===== config.mk =====
export PLATFORM = sky130hd
export DESIGN_NAME = par_out_arbiter
export DESIGN_NICKNAME = d
export VERILOG_FILES = /design/src/rtl/par_out_arbiter.sv
export SDC_FILE = /design/constraint.sdc
export NUM_CORES = 1
export LEC_CHECK = 0
export CORE_UTILIZATION = 41
export CTS_CLUSTER_SIZE = 25
export DETAILED_ROUTE_END_ITERATION = 8
export GPL_TIMING_DRIVEN = 0
export PLACE_DENSITY = 0.84
export SKIP_LAST_GASP = 1
export SYNTH_ARGS = -nofsm -noshare
export SYNTH_HDL_FRONTEND = slang
export SYNTH_SLANG_ARGS = --single-unit

===== constraint.sdc =====
create_clock -name clk_i -period 3.3 [get_ports clk_i]
set_input_delay 0.33 -clock clk_i [delete_from_list [all_inputs] [get_ports clk_i]]
set_output_delay 0.33 -clock clk_i [all_outputs]
set_load 0.05 [all_outputs]

===== src/rtl/par_out_arbiter.sv =====
// Round-robin arbiter sharing the parallel output register between two write requesters.
// Optional ack timeout with sticky error flag when PAR_OUT_TIMEOUT_EN is defined.
module par_out_arbiter #(
  parameter int unsigned DATA_W = 8,
  parameter int unsigned ADDR_W = 8,
  parameter logic [ADDR_W-1:0] OUT_ADDR = {ADDR_W{1'b1}}
`ifdef PAR_OUT_TIMEOUT_EN
  ,
  parameter int unsigned TIMEOUT_CYCLES = 255
`endif
) (
  input  logic              clk_i,
  input  logic              rst_i,
  input  logic              req0_i,
  input  logic [ADDR_W-1:0] addr0_i,
  input  logic [DATA_W-1:0] data0_i,
  output logic              gnt0_o,
  input  logic              req1_i,
  input  logic [ADDR_W-1:0] addr1_i,
  input  logic [DATA_W-1:0] data1_i,
  output logic              gnt1_o,
  output logic              port_en_o,
  output logic [ADDR_W-1:0] port_addr_o,
  output logic [DATA_W-1:0] port_data_o,
  output logic              dev_strobe_o,
  input  logic              dev_ack_i,
  output logic              busy_o,
  output logic              miss_o,
  output logic              err_o
);

  typedef enum logic [1:0] {StIdle, StWrite, StStrobe} state_e;

  state_e            state_q, state_d;
  logic              last_q, last_d;
  logic              gnt0_q, gnt0_d, gnt1_q, gnt1_d;
  logic              port_en_q, port_en_d;
  logic [ADDR_W-1:0] port_addr_q, port_addr_d;
  logic [DATA_W-1:0] port_data_q, port_data_d;
  logic              strobe_q, strobe_d;
  logic              miss_q, miss_d;

  logic              win;
  logic [ADDR_W-1:0] sel_addr;
  logic [DATA_W-1:0] sel_data;

  // last_q holds the index of the previous winner; a tie goes to the other requester.
  assign win      = (req0_i & req1_i) ? ~last_q : req1_i;
  assign sel_addr = win ? addr1_i : addr0_i;
  assign sel_data = win ? data1_i : data0_i;

`ifdef PAR_OUT_TIMEOUT_EN
  localparam logic [7:0] TimeoutLim = TIMEOUT_CYCLES[7:0];
  logic [7:0] cnt_q, cnt_d;
  logic       err_q, err_d;
`endif

  always_comb begin
    state_d     = state_q;
    last_d      = last_q;
    gnt0_d      = 1'b0;
    gnt1_d      = 1'b0;
    port_en_d   = 1'b0;
    port_addr_d = port_addr_q;
    port_data_d = port_data_q;
    strobe_d    = 1'b0;
    miss_d      = 1'b0;
`ifdef PAR_OUT_TIMEOUT_EN
    cnt_d       = cnt_q;
    err_d       = err_q;
`endif
    unique case (state_q)
      StIdle: begin
        if (req0_i | req1_i) begin
          last_d      = win;
          gnt0_d      = ~win;
          gnt1_d      = win;
          port_addr_d = sel_addr;
          port_data_d = sel_data;
          if (sel_addr == OUT_ADDR) begin
            port_en_d = 1'b1;
            state_d   = StWrite;
          end else begin
            miss_d = 1'b1;
          end
        end
      end
      StWrite: begin
        strobe_d = 1'b1;
        state_d  = StStrobe;
`ifdef PAR_OUT_TIMEOUT_EN
        cnt_d    = 8'd0;
`endif
      end
      StStrobe: begin
        if (dev_ack_i) begin
          state_d = StIdle;
        end else begin
          strobe_d = 1'b1;
`ifdef PAR_OUT_TIMEOUT_EN
          cnt_d = cnt_q + 8'd1;
          if (cnt_d == TimeoutLim) begin
            strobe_d = 1'b0;
            err_d    = 1'b1;
            state_d  = StIdle;
          end
`endif
        end
      end
      default: state_d = StIdle;
    endcase
  end

  always_ff @(posedge clk_i) begin
    if (rst_i) begin
      state_q     <= StIdle;
      last_q      <= 1'b1;
      gnt0_q      <= 1'b0;
      gnt1_q      <= 1'b0;
      port_en_q   <= 1'b0;
      port_addr_q <= '0;
      port_data_q <= '0;
      strobe_q    <= 1'b0;
      miss_q      <= 1'b0;
    end else begin
      state_q     <= state_d;
      last_q      <= last_d;
      gnt0_q      <= gnt0_d;
      gnt1_q      <= gnt1_d;
      port_en_q   <= port_en_d;
      port_addr_q <= port_addr_d;
      port_data_q <= port_data_d;
      strobe_q    <= strobe_d;
      miss_q      <= miss_d;
    end
  end

`ifdef PAR_OUT_TIMEOUT_EN
  always_ff @(posedge clk_i) begin
    if (rst_i) begin
      cnt_q <= 8'd0;
      err_q <= 1'b0;
    end else begin
      cnt_q <= cnt_d;
      err_q <= err_d;
    end
  end
  assign err_o = err_q;
`else
  assign err_o = 1'b0;
`endif

  assign gnt0_o       = gnt0_q;
  assign gnt1_o       = gnt1_q;
  assign port_en_o    = port_en_q;
  assign port_addr_o  = port_addr_q;
  assign port_data_o  = port_data_q;
  assign dev_strobe_o = strobe_q;
  assign miss_o       = miss_q;
  assign busy_o       = (state_q != StIdle);

endmodule


==> results of run 1 <==
==> placed cells by master (no fill, tap or decap) <==
| cell type | count |
|---|---|
| o21ai_1 | 15 |
| nor2_2 | 1 |
| nor2b_1 | 3 |
| or2_0 | 1 |
| o21ai_0 | 2 |
| a311oi_2 | 1 |
| clkbuf_1 | 1 |
| nand2b_1 | 3 |
| inv_1 | 4 |
| nand2_1 | 16 |
| nor4b_2 | 1 |
| and2b_1 | 1 |
| nor3_1 | 1 |
| buf_2 | 2 |
| buf_12 | 2 |
| nor3b_1 | 1 |
| clkdlybuf4s50_1 | 58 |
| a211oi_2 | 1 |
| ha_1 | 3 |
| nor2_1 | 6 |
| buf_4 | 2 |
| mux2i_1 | 17 |
| nand4_1 | 4 |
| bufinv_16 | 1 |
| conb_1 | 1 |
| a21oi_1 | 2 |
| a21boi_4 | 1 |
| dfxtp_1 | 24 |
| clkbuf_4 | 3 |
==> layout make-up <==
cell class / instances / area, um2 / share of cell area (%)
Buffer: 7 / 68.82 / 3.865
Clock buffer: 3 / 22.52 / 1.265
Clock inverter: 1 / 30.03 / 1.687
Inverter: 4 / 15.01 / 0.8433
Multi-Input combinational cell: 81 / 545.5 / 30.64
Sequential cell: 24 / 480.5 / 26.99
Tap cell: 30 / 37.54 / 2.108
Timing Repair Buffer: 58 / 580.6 / 32.61
==> metrics by stage <==
| step | setup WS [ns] | utilization [%] | cell area [um2] |
|---|---|---|---|
| after global routing | 1.013 | 70.59 | 1780 |
| after floorplan | 1.916 | - | 1110 |
| after global placement | 1.473 | 68.50 | 1728 |
| final | 1.102 | 70.59 | 1780 |
| after CTS | 1.094 | 70.59 | 1780 |
| after detailed placement | 1.430 | 68.50 | 1728 |
==> registers in the layout (all words and copies together) (netlist names) <==
| register | cells |
|---|---|
| gnt0_o | 1 |
| last_q | 1 |
| gnt1_o | 1 |
| dev_strobe_o | 1 |
| port_en_o | 1 |
| port_addr_o | 8 |
| state_q | 2 |
| miss_o | 1 |
| port_data_o | 8 |
==> logic make-up (layout without fill, tap and decap cells) <==
kind of cell	after synthesis	after routing	synth area share (%)
and+or+nand+nor	38	38	17.36
DFF	24	24	43.29
AOI/OAI and AO/OA	22	22	12.74
muxes	17	17	15.33
buffers and inverters	11	73	7.553
adders and majority gates	3	3	3.383
other	1	1	0.3379
==> report_power, final <==
group          internal, uW  total (uW)  switching (uW)  leakage [uW]
Sequential              309         318            9.17      0.000198
Clock                   123         210            87.1     0.0000279
Combinational          96.3         211             114      0.000463
Total                   528         739             211      0.000689
==> worst max-delay path, cell delays in order, from the launching register on <==
cell and delay (ns):
dfxtp_1 0.40, inv_1 0.08, ha_1 0.21, inv_1 0.06
clkdlybuf4s50_1 0.79
==> metal layers <==
metal	wire length (um)	vias up
met3	202	9
met4	72	0
met2	1391	39
met1	1217	484
met5	0	-
li1	-	520
==> how the worst max path moves through the flow <==
stage,start,to,slack [ns],depth (start not counted)
final,state_q[1]$_SDFFE_PP0P_,busy_o,1.10,4
after global placement,req1_i,port_addr_o[0]$_SDFFE_PP0P_,1.47,6
after CTS,state_q[1]$_SDFFE_PP0P_,busy_o,1.09,4
after floorplan,state_q[0]$_SDFFE_PP0P_,state_q[1]$_SDFFE_PP0P_,1.92,7
after global routing,state_q[1]$_SDFFE_PP0P_,busy_o,1.01,4
after detailed placement,req1_i,port_addr_o[0]$_SDFFE_PP0P_,1.43,6
==> impl_metrics.csv, run 1 <==
group,metric,value,unit
min_path,min_path_cells,2,
routing,drc,0,
yosys,synthFlopType,"dfxtp_1",
yosys,synth_area,0.001110,mm2
grt,grt-busiest-layer,"met2",
yosys,netlist_instances,116,
yosys,synth-edff-count,0,
sta,slew_viol_final,0,
min_path,min_from,"port_addr_o[2]$_SDFFE_PP0P_",
clocking,post_cts_buffers,0,
power,max-vdd-ir-drop,0.0004142,V
finish,n_antenna_cell,0,
setup_path,cp.required,2.97,ns
routing,wl_per_cell,13.86,um
grt,overflow,0,
yosys,synth_cell_types,26,
setup_path,r2r-start,"state_q[1]$_SDFFE_PP0P_",
flow_run,max_cap_violations,0,
yosys,yosysSeqAreaShare,43.29,%
finish,drive_above_1_share,8.427,%
sta,setup-violations-final,0,
routing,wl,2883,um
floorplanning,initial_core_util,44.00,%
sta,setup_tns,0,ns
setup_path,path_max_fanout,3,
setup_path,rr_worst_depth,6,
grt,use_met1,23.60,%
place,port_buffers,58,
floorplanning,io_pins,60,
grt,grt_max_degree,15,
finish,fillers,209,
place,placed_cells,204,
place,dp_hpwl,2329,um
yosys,synth-seq-cells,24,
yosys,synth_top_cell_by_area,"dfxtp_1",
finish,final_nets,219,
power,power,738.7,uW
min_path,hold_path.class,"flop to flop",
sta,timing.slew.headroom,64.95,%
sta,final.min_clock_period,2.198,ns
grt,grt_usage,22.50,%
grt,antenna_found_initial,0,
clocking,cts_buffers,3,
yosys,synth_warnings,0,
finish,final-instance-count-excl-fill,208,
clocking,clkSinkCount,24,
clocking,ctsLongestPathBuffers,2,
floorplanning,die_area,0.002919,mm2
routing,via_count,1052,
sta,finalHoldViolCount,0,
grt,use_met3,5.085,%
grt,grt_pass1_vias,1067,
grt,met2_usage,41.77,%
setup_path,crit_type,"flop to primary output",
clocking,ctsHoldBuffers,0,
finish,area_growth,60.43,%
setup_path,endpoint_kind,"primary output",
clocking,clock_latency,0.31,ns
yosys,synthArstFlopShare,0,%
floorplanning,num_rows,18,
yosys,synth_area_per_cell,9.567,um2
yosys,yosysTopAreaCellShare,43.29,%
place,globalplace.congestion,0.7486,
sta,worst_slew_pin_slew,0.5241,ns
sta,skew,0.001530,ns
power,p_leak,0.0006895,uW
sta,final.hold.worst_slack,0.4641,ns
yosys,syn_nets,156,
yosys,ys_top_cells_by_count,"24 x dfxtp_1, 17 x mux2i_1, 16 x nand2_1",
clocking,clk_pin_slew,0.13,ns
clocking,cts_tree,"yes",
yosys,synthTopCellsByArea,"dfxtp_1 43%, mux2i_1 15%, o21ai_1 6.8%, nand2_1 5.4%, buf_12 3.6%",
sta,post-route-period-util,66.59,%
clocking,cts_resized,0,
sta,rsz0062_at_grt,"false",
routing,drtPass1Iterations,4,
power,p_per_area,414.9,mW/mm2
setup_path,worstPathArrival,1.87,ns
floorplanning,die_h,54.03,um
routing,first_iter_violations,11,
routing,vias_per_cell,5.058,
sta,max_freq,0.4550,GHz
setup_path,timing.reg2reg.setup_slack,1.71,ns
routing,detail-route-antenna-nets,0,
min_path,hold_end,"port_addr_o[2]$_SDFFE_PP0P_",
setup_path,startpoint_type,"flop",
setup_path,r2r-end,"port_data_o[4]$_SDFFE_PP0P_",
clocking,htreeDepth,1,
status,status,"finished, final reports clean",
floorplanning,design.core.area,0.002522,mm2
grt,grt_pass1_wl,4595,um
floorplanning,die_w,54.03,um
yosys,synth.most_common_cell,"dfxtp_1",
clocking,ctsRootBufferMaster,"clkbuf_4",
No activity file was read; power rests on OpenSTA's default activity.
==> run 2, diff against run 1 <==
--- a/config.mk
+++ b/config.mk
@@ -5,11 +5,11 @@
 export SDC_FILE = /design/constraint.sdc
 export NUM_CORES = 1
 export LEC_CHECK = 0
-export CORE_UTILIZATION = 41
+export CORE_UTILIZATION = 34
 export CTS_CLUSTER_SIZE = 25
 export DETAILED_ROUTE_END_ITERATION = 8
 export GPL_TIMING_DRIVEN = 0
-export PLACE_DENSITY = 0.84
+export PLACE_DENSITY = 0.74
 export SKIP_LAST_GASP = 1
 export SYNTH_ARGS = -nofsm -noshare
 export SYNTH_HDL_FRONTEND = slang
==> constraint.sdc (replaced) <==
create_clock -name clk_i -period 1.8 [get_ports clk_i]
set_input_delay 0.18 -clock clk_i [delete_from_list [all_inputs] [get_ports clk_i]]
set_output_delay 0.18 -clock clk_i [all_outputs]
set_load 0.05 [all_outputs]
==> impl_metrics.csv, run 2 (synthesis gave the netlist of run 1 again) <==
group,metric,value,unit
status,status,"finished, final reports clean",
place,port_buffers,58,
finish,fin_util,57.72,%
setup_path,critPathTopFamily,"buffers and inverters",
power,max-vdd-ir-drop,0.0006115,V
sta,slew_viol_final,0,
sta,worst_slew_pin_slew,0.5218,ns
routing,first_iter_violations,29,
finish,n_antenna_cell,0,
floorplanning,die_h,59.13,um
setup_path,max_stage_delay,0.81,ns
clocking,clkSinkCount,24,
sta,timing.slew.headroom,65.10,%
finish,final-instance-count-excl-fill,222,
setup_path,startpoint_type,"flop",
setup_path,crit_type,"flop to primary output",
grt,grt_max_degree,14,
setup_path,path_max_fanout,2,
finish,final_cell_mix,"57 x clkdlybuf4s50_1, 24 x dfxtp_1, 17 x mux2i_1",
place,dp_hpwl,2330,um
clocking,clk_pin_slew,0.14,ns
clocking,post_cts_buffers,0,
setup_path,cp.required,1.62,ns
sta,post-route-period-util,94.18,%
power,power,1262,uW
clocking,cts_tree,"yes",
clocking,ctsRootBufferMaster,"clkbuf_4",
power,p_leak,0.0006838,uW
place,placed_cells,218,
place,globalplace.congestion,0.7097,
routing,detail-route-antenna-nets,0,
grt,antenna_found_initial,0,
clocking,clock_latency,0.33,ns
floorplanning,die_w,59.13,um
clocking,ctsLongestPathBuffers,2,
floorplanning,die_area,0.003496,mm2
grt,grt_usage,17.92,%
setup_path,worstPathArrival,1.52,ns
min_path,hold_path.class,"flop to flop",
routing,drc,0,
grt,overflow,0,
sta,finalHoldViolCount,0,
routing,via_count,1033,
finish,drive_above_1_share,8.989,%
power,p_per_area,710.4,mW/mm2
routing,wl,2917,um
sta,setup_tns,0,ns
finish,layout_commonest_cell,"clkdlybuf4s50_1",
finish,area_growth,60.09,%
setup_path,path_buf_inv,1,
floorplanning,num_rows,20,
flow_run,max_cap_violations,0,
routing,wl_per_cell,13.14,um
sta,max_freq,0.5899,GHz
sta,skew,0.01199,ns
clocking,ctsHoldBuffers,0,
grt,grt_pass1_wl,4581,um
clocking,cts_buffers,3,
floorplanning,io_pins,60,
floorplanning,initial_core_util,36.06,%
routing,drtPass1Iterations,4,
sta,final.hold.worst_slack,0.4549,ns
finish,final_nets,219,
setup_path,crit_chain,"clkdlybuf4s50_1",
sta,setup-violations-final,0,
setup_path,endpoint_kind,"primary output",
sta,final.min_clock_period,1.695,ns
grt,grt_pass1_vias,999,
clocking,htreeDepth,1,
sta,rsz0062_at_grt,"false",
routing,vias_per_cell,4.653,
setup_path,crit_slowest_cell,"clkdlybuf4s50_1",
floorplanning,design.core.area,0.003078,mm2
run 2: cell types whose count changed in the layout (fill, tap and decap cells not counted), sizes merged:
cell,previous run,this run
bufinv,1,0
clkdlybuf4s50,58,57
clkbuf,4,6
run 2: final cells by class:
class	count	area, um2
Tap cell	44	55.05
Clock buffer	4	36.28
Timing Repair Buffer	58	575.6
Multi-Input combinational cell	81	545.5
Sequential cell	24	480.5
Fill cell	308	1301
Inverter	4	15.01
Buffer	7	68.82
run 2: repair_timing:
item / 4_1_cts / 5_1_grt
cloned: 0 / 0
pin swaps: 0 / 0
resized for setup: 1 / 2
endpoints found under the setup margin: 1 / 1
run 2: path summary, 6_finish.rpt:
path	to	slack (ns)	from	cells after the start
min reg2reg	port_addr_o[4]$_SDFFE_PP0P_	0.45	port_addr_o[4]$_SDFFE_PP0P_	2
max reg2reg	state_q[1]$_SDFFE_PP0P_	0.25	state_q[0]$_SDFFE_PP0P_	7
max	port_addr_o[3]	0.10	port_addr_o[3]$_SDFFE_PP0P_	1
min	port_addr_o[4]$_SDFFE_PP0P_	0.45	port_addr_o[4]$_SDFFE_PP0P_	2
run 2: where the power goes:
group / total [uW] / internal [uW] / switching, uW
registers: 583 / 566 / 16.6
logic: 386 / 176 / 210
clock network: 293 / 124 / 169
run 2: routing by layer:
metal	GRT usage (%)	vias up	part of all wire [%]
li1	-	521	-
met1	20.27	472	43
met2	32.47	36	51
met3	5.240	4	5.7
met4	5.102	0	0.79
met5	0	-	0
run 2: per-stage QoR:
stage | cell area [um2] | worst slack [ns]
final | 1777 | 0.1048
after global routing | 1777 | 0.04970
after CTS | 1780 | 0.03099
after detailed placement | 1745 | 0.07075
after global placement | 1745 | 0.1297
after floorplan | 1110 | 0.4165
